===== config.mk =====
export PLATFORM = sky130hd
export DESIGN_NAME = apb_slave
export DESIGN_NICKNAME = d
export VERILOG_FILES = /design/src/rtl/apb_pkg.sv /design/src/rtl/apb_slave_regfile.sv /design/src/rtl/apb_slave.sv
export SDC_FILE = /design/constraint.sdc
export NUM_CORES = 1
export LEC_CHECK = 0
export ABC_CLOCK_PERIOD_IN_PS = 3500
export BUFFER_PORTS_ARGS = -buffer_cell sky130_fd_sc_hd__buf_2
export CORE_ASPECT_RATIO = 1.1
export CORE_MARGIN = 4
export CORE_UTILIZATION = 32
export CTS_CLUSTER_DIAMETER = 40
export DETAILED_ROUTE_END_ITERATION = 12
export SETUP_SLACK_MARGIN = 0.02
export SYNTH_ARGS = -nofsm -noshare
export SYNTH_HDL_FRONTEND = slang
export SYNTH_SLANG_ARGS = --single-unit

===== constraint.sdc =====
create_clock -name hclk -period 3.5 [get_ports hclk]
set_input_delay 0.7 -clock hclk [delete_from_list [all_inputs] [get_ports hclk]]
set_output_delay 0.7 -clock hclk [all_outputs]
set_load 0.005 [all_outputs]

===== src/rtl/apb_pkg.sv =====
// ============================================================================
// Module : apb_pkg
// Brief  : Shared constants and state encoding for the APB register slave.
// Rev    : 1.0
// ============================================================================
`default_nettype none

package apb_pkg;

    localparam logic [1:0] C_IDLE  = 2'd0;
    localparam logic [1:0] C_SETUP = 2'd1;
    localparam logic [1:0] C_WAIT  = 2'd2;
    localparam logic [1:0] C_RESP  = 2'd3;

    typedef enum logic [1:0] {
        ST_IDLE  = C_IDLE,
        ST_SETUP = C_SETUP,
        ST_WAIT  = C_WAIT,
        ST_RESP  = C_RESP
    } apb_state_t;

    localparam int unsigned REG_CNT     = 6;
    localparam int unsigned REG_ID      = 7;
    localparam int unsigned WINDOW_SIZE = 32;

endpackage

`default_nettype wire


===== src/rtl/apb_slave_regfile.sv =====
// ============================================================================
// Module : apb_slave_regfile
// Brief  : Six RW registers, completed-write counter, read mux, error decode.
// Rev    : 1.0
// ============================================================================
`default_nettype none

module apb_slave_regfile
    import apb_pkg::*;
#(
    parameter logic [31:0] BASE_ADDR = 32'h8000_0000,
    parameter logic [31:0] ID_VALUE  = 32'hA9B0_0001
) (
    input  logic        hclk,
    input  logic        hresetn,
    input  logic [31:0] dec_addr,
    input  logic        dec_write,
    output logic        dec_err,
    output logic [2:0]  dec_idx,
    input  logic [2:0]  rd_idx,
    output logic [31:0] rd_data,
    input  logic        wr_en,
    input  logic [2:0]  wr_idx,
    input  logic [31:0] wr_data
);

    logic [31:0] r_regs [0:5];
    logic [31:0] r_cnt;
    logic [31:0] w_off;
    logic        w_hit;
    logic        w_ro;

    assign w_off   = dec_addr - BASE_ADDR;
    assign w_hit   = (w_off < 32'(WINDOW_SIZE)) && (dec_addr[1:0] == 2'b00);
    assign dec_idx = w_off[4:2];
    assign w_ro    = (dec_idx == 3'(REG_CNT)) || (dec_idx == 3'(REG_ID));
    assign dec_err = !w_hit || (dec_write && w_ro);

    always_ff @(posedge hclk) begin
        if (hresetn) begin
            for (int i = 0; i < 6; i++) begin
                r_regs[i] <= 32'd0;
            end
            r_cnt <= 32'd0;
        end else if (wr_en) begin
            for (int i = 0; i < 6; i++) begin
                if (wr_idx == 3'(i)) begin
                    r_regs[i] <= wr_data;
                end
            end
            r_cnt <= r_cnt + 32'd1;
        end
    end

    always_comb begin
        rd_data = ID_VALUE;
        for (int i = 0; i < 6; i++) begin
            if (rd_idx == 3'(i)) begin
                rd_data = r_regs[i];
            end
        end
        if (rd_idx == 3'(REG_CNT)) begin
            rd_data = r_cnt;
        end
    end

endmodule

`default_nettype wire


===== src/rtl/apb_slave.sv =====
// ============================================================================
// Module : apb_slave
// Brief  : APB register-file responder with programmable wait states.
// Rev    : 1.0
// ============================================================================
`default_nettype none

module apb_slave
    import apb_pkg::*;
#(
    parameter int          SEL_IDX     = 0,
    parameter logic [31:0] BASE_ADDR   = 32'h8000_0000,
    parameter int          WAIT_CYCLES = 1,
    parameter logic [31:0] ID_VALUE    = 32'hA9B0_0001
) (
    input  logic        hclk,
    input  logic        hresetn,
    input  logic [2:0]  psel,
    input  logic        penable,
    input  logic        pwrite,
    input  logic [31:0] paddr,
    input  logic [31:0] pwdata,
    output logic [31:0] prdata,
    output logic        pready,
    output logic        pslverr
);

    // SETUP already counts as the first access cycle, so the counter starts one lower.
    localparam logic [3:0] C_WAIT_LOAD = (WAIT_CYCLES > 0) ? 4'(WAIT_CYCLES - 1) : 4'd0;
    localparam bit         C_NO_WAIT   = (WAIT_CYCLES == 0);

    apb_state_t  r_state;
    apb_state_t  w_next;
    logic [3:0]  r_wait;
    logic [2:0]  r_idx;
    logic        r_write;
    logic [31:0] r_wdata;
    logic        r_err;
    logic [31:0] r_prdata;
    logic        r_pready;
    logic        r_pslverr;

    logic        w_sel;
    logic        w_access;
    logic        w_accept;
    logic        w_commit;
    logic        w_dec_err;
    logic [2:0]  w_dec_idx;
    logic [31:0] w_rd_data;
    logic        w_unused_psel;

    assign w_sel         = psel[SEL_IDX];
    assign w_access      = w_sel && penable;
    assign w_accept      = (r_state == ST_IDLE) && w_sel && !penable;
    assign w_unused_psel = ^psel;

    apb_slave_regfile #(
        .BASE_ADDR (BASE_ADDR),
        .ID_VALUE  (ID_VALUE)
    ) u_regfile (
        .hclk      (hclk),
        .hresetn   (hresetn),
        .dec_addr  (paddr),
        .dec_write (pwrite),
        .dec_err   (w_dec_err),
        .dec_idx   (w_dec_idx),
        .rd_idx    (r_idx),
        .rd_data   (w_rd_data),
        .wr_en     (w_commit),
        .wr_idx    (r_idx),
        .wr_data   (r_wdata)
    );

    always_comb begin
        w_next   = r_state;
        w_commit = 1'b0;
        case (r_state)
            ST_IDLE: begin
                if (w_sel && !penable) begin
                    w_next = ST_SETUP;
                end
            end
            ST_SETUP: begin
                if (!w_access) begin
                    w_next = ST_IDLE;
                end else if (C_NO_WAIT) begin
                    w_next = ST_RESP;
                end else begin
                    w_next = ST_WAIT;
                end
            end
            ST_WAIT: begin
                if (!w_access) begin
                    w_next = ST_IDLE;
                end else if (r_wait == 4'd0) begin
                    w_next = ST_RESP;
                end
            end
            ST_RESP: begin
                w_next   = ST_IDLE;
                w_commit = w_access && r_write && !r_err;
            end
            default: begin
                w_next = ST_IDLE;
            end
        endcase
    end

    always_ff @(posedge hclk) begin
        if (hresetn) begin
            r_state <= ST_IDLE;
            r_wait  <= 4'd0;
        end else begin
            r_state <= w_next;
            if (r_state == ST_SETUP) begin
                r_wait <= C_WAIT_LOAD;
            end else if ((r_state == ST_WAIT) && (r_wait != 4'd0)) begin
                r_wait <= r_wait - 4'd1;
            end
        end
    end

    // Transfer attributes are frozen at the setup phase; later bus changes are ignored.
    always_ff @(posedge hclk) begin
        if (hresetn) begin
            r_idx   <= 3'd0;
            r_write <= 1'b0;
            r_wdata <= 32'd0;
            r_err   <= 1'b0;
        end else if (w_accept) begin
            r_idx   <= w_dec_idx;
            r_write <= pwrite;
            r_wdata <= pwdata;
            r_err   <= w_dec_err;
        end
    end

    always_ff @(posedge hclk) begin
        if (hresetn) begin
            r_prdata  <= 32'd0;
            r_pready  <= 1'b0;
            r_pslverr <= 1'b0;
        end else begin
            r_pready  <= (w_next == ST_RESP);
            r_pslverr <= (w_next == ST_RESP) && r_err;
            r_prdata  <= ((w_next == ST_RESP) && !r_err && !r_write) ? w_rd_data : 32'd0;
        end
    end

    assign prdata  = r_prdata;
    assign pready  = r_pready;
    assign pslverr = r_pslverr;

endmodule

`default_nettype wire


==> run summary, run 1 <==
The worst IR drop on VDD came out at between 200 and 300 µV. Setup repair after global routing left no endpoint under its margin. For this block, the via count after detailed routing is between 9,000 and 10,000. Of the available clock period, the critical path in the final layout requires 0.804.

The antenna diode count came out at 0. The first routing iteration left 537 violations. Before antenna repair, the detailed router went through 5 iterations.

For this run, the total global-route usage over all layers was measured as 0.155. The count of distinct cell types in the synthesized netlist came out at 62. The Yosys step of the flow raised 0 warnings. The share of synthesized registers carrying an async set or reset is 0. The floorplan row count is 77.

The number of buffers and inverters on the critical path came out at 0. For this design the static power due to leakage is 5.63 nW. The detailed-route DRC error count is 0.

The critical path depth in cells is 3. Measured on the finished design, the core utilization comes to 0.385. The tree built by TritonCTS fans out to 301 sinks. In this run the register-to-register setup slack is a little under 700 ps.

STA classifies the critical path endpoint as a register. The kind of cell with the highest combined delay along the critical path is compound AO/OA/AOI/OAI gates. At the end of the flow, the number of nets in the layout was 1,312.

STA classifies the critical path startpoint as a register. The CTS buffer count is 38. For the finished layout, the period the worst path requires is 2810 ps. The die area is 0.0446 mm². The critical path starts at r_state[0]. The final sum of negative setup slack is 0 ps. The clock-pin slew on the worst setup and hold paths is 60 ps. In this design, the stage delay of the slowest critical-path cell is 980 ps. Dividing total power by cell area gives a power density of 531 mW/mm². The library cell used most frequently in the layout, excluding fill and tap cells, is sky130_fd_sc_hd__and2_1. The post-synthesis instance area came out at between 0.01 and 0.015 mm². Yosys mapped a number of flops with a built-in enable equal to around 190.

Counting flops and latches in the post-synthesis netlist gives between 300 and 400. The worst-case hold slack came out at 407 ps. Hold repair after CTS inserted 0 buffers. The chip height came out at 221 µm. The mean instance size in the synthesized netlist came out at roughly 11 µm². The area added between synthesis and finish came out at 17.9%. Walking the worst path, the cells encountered are and4b_1 > nand2_1 > o21bai_4.

The I/O pin total came out at 105. The part of the Yosys area used for sequential elements came out at 0.602. The source-to-sink clock delay at the later pin of the worst-skew pair is between 500 and 600 ps. In this run the worst hold path is classified as input pin to register. For the final database, setup skew stands at 16.6 ps.

The total count of max-transition violations in the final report is 0. After clock tree synthesis, the setup repair step added 0 buffers. Leaving out fill and tap cells, the most frequent cells in the layout are 198 x sky130_fd_sc_hd__and2_1, 192 x sky130_fd_sc_hd__edfxtp_1, 106 x sky130_fd_sc_hd__dfxtp_1, 103 x sky130_fd_sc_hd__nand2_1, 102 x sky130_fd_sc_hd__buf_2. The slowest stage of the critical path is the sky130_fd_sc_hd__o21bai_4 cell.

The number of H-tree levels came out at 2. The required time of the critical path is 3630 ps. The longest clock path from root to sink contains 3 buffers. TritonCTS built the clock tree. For this run, the leading register cell type out of synthesis is sky130_fd_sc_hd__edfxtp_1.

The hold violation count in the final report is 0. STA puts the critical path data arrival time at 2940 ps. The worst register-to-register path begins at r_state[0]. The final count of negative-setup-slack endpoints came out at 0.

For this block, the routed nets add up to about 35,000 µm of wire. The placeable core region is roughly 0.040 mm². The run finished with clean final reports. Static timing analysis puts the maximum clock frequency at 355 MHz. The normalized max-slew margin is 0.192. The via count of the first global-routing pass is about 9,400. The number of max-cap violations is 0. The remaining antenna violation count is 0.

The endpoint identified for the worst register-to-register timing path is u_regfile.r_regs[5][20]. The last element of the critical path is u_regfile.r_regs[5][20]. The first-pass GRT wire length is 54,900 µm. The layout has 3,911 filler cells. The remaining global-route overflow is 0. The post-cts repair resize count came out at 0. The clock root buffer is sky130_fd_sc_hd__clkbuf_16. The number of antenna violations at the first check in global routing is 0. The number of instances in the synthesized netlist came out at approximately 1,200. The number of I/O port buffers came out at 102. The depth of the worst register-to-register path came out at 3.

The pin count of the biggest net entering global routing is 35. The top fanout value on the critical path is 32. Of the cells placed in the final design, the portion with a size suffix greater than 1 is 0.200. The measured slew at the worst slew-check pin came out at between 1000 and 1500 ps.

The die is ~200 µm wide. The placed wire-length estimate after detailed placement is 22,100 µm. Dividing the detail-routed wire length by the instance count gives 19.8 µm. The detail-routed via count per cell is 5.20. The routability congestion estimate is just under 0.8.

The post-synthesis net count is 1,228. The initial core utilization came out at 0.326. The type of the worst setup path is register to register.
[power by group]
| group | switching (W) | total [W] | internal (W) |
|---|---|---|---|
| clock network | 0.00153 | 0.00398 | 0.00245 |
| logic | 0.000235 | 0.000366 | 0.000131 |
| registers | 0.0000632 | 0.00392 | 0.00386 |
| total | 0.00183 | 0.00827 | 0.00644 |
[layout make-up]
cell class                      instances  area, µm²  area share
Sequential cell                       301       7950       0.511
Multi-Input combinational cell        757       4870       0.313
Clock buffer                           51       1130      0.0728
Timing Repair Buffer                  134        763      0.0490
Tap cell                              513        642      0.0412
Clock inverter                         18        180      0.0116
Inverter                                7       26.3     0.00169
[stage by stage]
| step | cells | cell area, µm² | total power, W | worst slack [ps] |
|---|---|---|---|---|
| final | 1781 | 15600 | 0.00827 | 686 |
| after global routing | 1781 | 15600 | 0.00854 | 503 |
| after CTS | 1781 | 15600 | 0.00836 | 668 |
| after detailed placement | 1712 | 14300 | 0.00437 | 682 |
| after global placement | 1712 | 14300 | 0.00436 | 738 |
| after floorplan | 1155 | 13200 | 0.00420 | 395 |
[routing by layer]
layer,share of wire,GRT usage
met1,0.44,0.202
met2,0.47,0.263
met3,0.060,0.0259
met4,0.026,0.0521
met5,0,0
[worst min-delay path: cells and delay by family]
family,cells,cell delay (ps)
AND/OR/NAND/NOR,1,40
buffers and inverters,1,90
AO/OA/AOI/OAI,1,50
[synth_stat cells (all sizes together) (14+ instances only)]
cell type / number / area, µm²
a211oi: 49 / 478
a21o: 27 / 203
a21oi: 100 / 500
a22oi: 31 / 233
and2: 199 / 1240
buf: 20 / 145
clkbuf: 70 / 267
dfxtp: 109 / 2180
edfxtp: 192 / 5770
nand2: 103 / 387
nand3: 14 / 75.1
nand4: 14 / 93.8
nor2: 18 / 70.1
o21a: 23 / 173
o21ai: 14 / 70.1
o22ai: 24 / 150
o31ai: 21 / 158
or4: 21 / 159
[how the worst min path moves through the flow]
stage	from	to	slack, ps	cells after the start
floorplan	u_regfile.r_cnt[31]	prdata[31]	440	2
global placement	r_write	r_write	470	2
detailed placement	r_write	r_write	470	2
CTS	pwdata[10]	r_wdata[10]	380	3
global route	pwdata[9]	r_wdata[9]	410	3
finish	pwdata[10]	r_wdata[10]	410	3
[kinds of logic after synthesis]
family | share of synthesized area
buf+inv | 0.0332
flops | 0.602
compound gates | 0.158
mux | 0.0129
fa+ha+maj | 0.00190
simple gates | 0.187
xor+xnor | 0.00464
[state kept, by name, summed over array words and instances (netlist names)]
register and cells:
u_regfile.r_regs 192, prdata 32, r_wdata 32, u_regfile.r_cnt 32, r_wait 4, r_idx 3, r_state 2, pready 1
pslverr 1, r_err 1, r_write 1
Note: power is estimated with default switching activity, not from simulation.
==> run 2: changes to the inputs <==
ABC_CLOCK_PERIOD_IN_PS = 2360   (was 3500)
clock period = 2.36 ns   (was 3.5 ns; I/O delays follow)
==> run summary, run 2 (synthesized netlist as in run 1, its figures left out) <==
The count of fill cells added during filler insertion is 3,916. The total count of max-transition violations in the final report is 0. The hold-critical path endpoint is r_wdata[11].

The fraction of the core area covered by cells at the end of the flow is 0.393. The buffer count from post-CTS setup fixing came out at 0. The number of nets in the finished design came out at 1,344.

The setup slack on the worst flop-to-flop path is 200 ps. The sink count of the clock tree is 301. Measured against its own limit, the worst slew margin works out to 0.591. The worst path setup slack after routing came out at ~200 ps. The detail-routed via count per cell is 5.23.

The cell family with the largest share of critical-path delay is simple AND/OR/NAND/NOR gates. The post-cts repair resize count is 0. The floorplan step defined a core boundary enclosing roughly 0.04 mm². The delay of the slowest critical-path stage is 600 ps. The wire length per cell is between 20 and 25 µm.

The setup slack after placement is 152 ps. The via count of the first global-routing pass was 9,224. The most common library cell in the layout ignoring fill and taps is sky130_fd_sc_hd__and2_1. The worst IR drop on VDD came out at 448 µV. The source-to-sink clock delay at the later pin of the worst-skew pair is 540 ps. Clock tree synthesis selected as its root buffer the cell sky130_fd_sc_hd__clkbuf_16.

The number of buffers between clock root and the deepest sink came out at 3. The measured slew at the worst slew-check pin came out at 612 ps. The endpoint arrival time on the critical path came out at about 2600 ps. The initial core utilization came out at 0.326. The reported leakage power came out at around 5.8 nW. The floorplan row count came out at just under 80.

The critical path goes through inv_1 > ha_1 > nor3b_4 > nand3_2 > or4b_4 > buf_4 > a211oi_2. The final count of negative-setup-slack endpoints is 0. The worst register-to-register path begins at r_wait[0]. The number of H-tree levels is 2. In the final layout, flip-flops and latches occupy 0.00795 mm². The pre-antenna-repair detailed-routing pass consisted of 7 iterations. The critical path in this run is classified as register to register. The depth of the worst register-to-register path came out at 7. The remaining antenna violation count is 0. The die area is ~0.045 mm².

STA classifies the critical path startpoint as a register. The worst hold-check path type is input pin to register. The remaining global-route overflow is 0. The placement-stage cell area is around 0.015 mm². The starting DRC count in detailed routing came out at around 760. The chip height came out at 221 µm.

The maximum clock frequency came out at roughly 460 MHz. The final design instance area without fill came out at 0.0159 mm². The first-pass GRT wire length came out at 55,200 µm.

The pin count of the biggest net entering global routing is 43. From synthesis to final layout, the design area changed by 20.4%. The launch instance of the worst min-delay path is pwdata[11]. The placed wire-length estimate after detailed placement is ~23,000 µm.

The endpoint of the most critical register-to-register path is prdata[19]. The hold-fix buffer count after cts came out at 0. In this run, CTS created clock tree buffers numbering 37.

The detailed-route DRC error count is 0. The antenna diode count came out at 0. The required time of the critical path is about 2800 ps. The final sum of negative setup slack came out at 0 ps. The register with the most flip-flops is u_regfile.r_regs. At the end of routability-driven placement, the weighted congestion stood at between 0.7 and 0.8. Clock-pin slew was measured on the worst setup and hold paths at 60 ps. The number of flip-flops in the largest register is ~190. In this run the worst path has a maximum fanout of 8. Max-cap violations in this run came to 0. The number of I/O port buffers came out at 102. The total via count in the routed design is 9,474. The TritonCTS clock tree is yes.

Leaving out fill and tap cells, the most frequent cells in the layout are 198 x sky130_fd_sc_hd__and2_1, 192 x sky130_fd_sc_hd__edfxtp_1, 106 x sky130_fd_sc_hd__dfxtp_1, 103 x sky130_fd_sc_hd__nand2_1, 102 x sky130_fd_sc_hd__buf_2. The aggregate routed wire length came out at approximately 36,000 µm. The fraction of layout cells with a size suffix above 1 is 0.218. The minimum clock period after layout came out at 2160 ps. The power per unit of standard cell area is 774 mW/mm². The flow ran to the end, and the final reports show no timing, DRC or antenna violations. The combined area of the multi-input logic cells came out at between 0.004 and 0.005 mm². STA classifies the critical path endpoint as a register. The hold violation count in the final report came out at 0. The worst hold path was traced through 3 stages. The width of the die is 202 µm.

Across the routed clock network, the largest skew measured is around 16 ps. The number of buffers and inverters on the critical path came out at 2. The number of antenna violations at the first check in global routing is 0. The overall track demand over capacity in global routing is 0.159. Setup repair after global routing left no endpoint under its margin. Of the available clock period, the critical path in the final layout requires 0.917. The largest individual stage delay along the critical path comes from the cell sky130_fd_sc_hd__or4b_4. The I/O pin total is around 110.
==> run 2: tightest hold or removal path, cell delays in order <==
cell and delay (ps):
sky130_fd_sc_hd__buf_2 90, sky130_fd_sc_hd__nand2_1 40, sky130_fd_sc_hd__a21oi_1 50
==> run 2: stage by stage <==
stage	std cells	hold WS, ps	total power (W)
after CTS	1811	151	0.0125
after detailed placement	1743	467	0.00653
after global routing	1813	161	0.0127
after global placement	1743	459	0.00652
final	1813	170	0.0123
after floorplan	1155	443	0.00622
==> run 2: cell type report <==
type                       instances  area share
clock inverter                    22      0.0158
timing repair buffer             167      0.0707
multi-input combinational        757       0.307
inverter                           7     0.00165
tap                              513      0.0404
sequential                       301       0.500
clock buffer                      46      0.0649
==> run 2: how the worst max path moves through the flow <==
stage / from / to / cells past startpoint
after floorplan: r_idx[1] / u_regfile.r_regs[2][0] / 4
after global placement: psel[0] / prdata[8] / 6
after detailed placement: psel[0] / prdata[6] / 6
after CTS: r_wait[0] / prdata[6] / 7
after global routing: r_wait[0] / prdata[19] / 7
final: r_wait[0] / prdata[19] / 7
==> run 2: power breakdown <==
part | switching, W | total [W] | internal (W)
logic | 0.000375 | 0.000603 | 0.000228
registers | 0.0000837 | 0.00581 | 0.00572
clock network | 0.00224 | 0.00590 | 0.00367
==> run 2: per-layer routing <==
metal	vias to the layer above	part of all wire	global-route usage
met1	4621	0.42	0.207
met4	0	0.025	0.0450
li1	4469	-	-
met3	66	0.068	0.0291
met5	-	0	0
met2	318	0.49	0.272
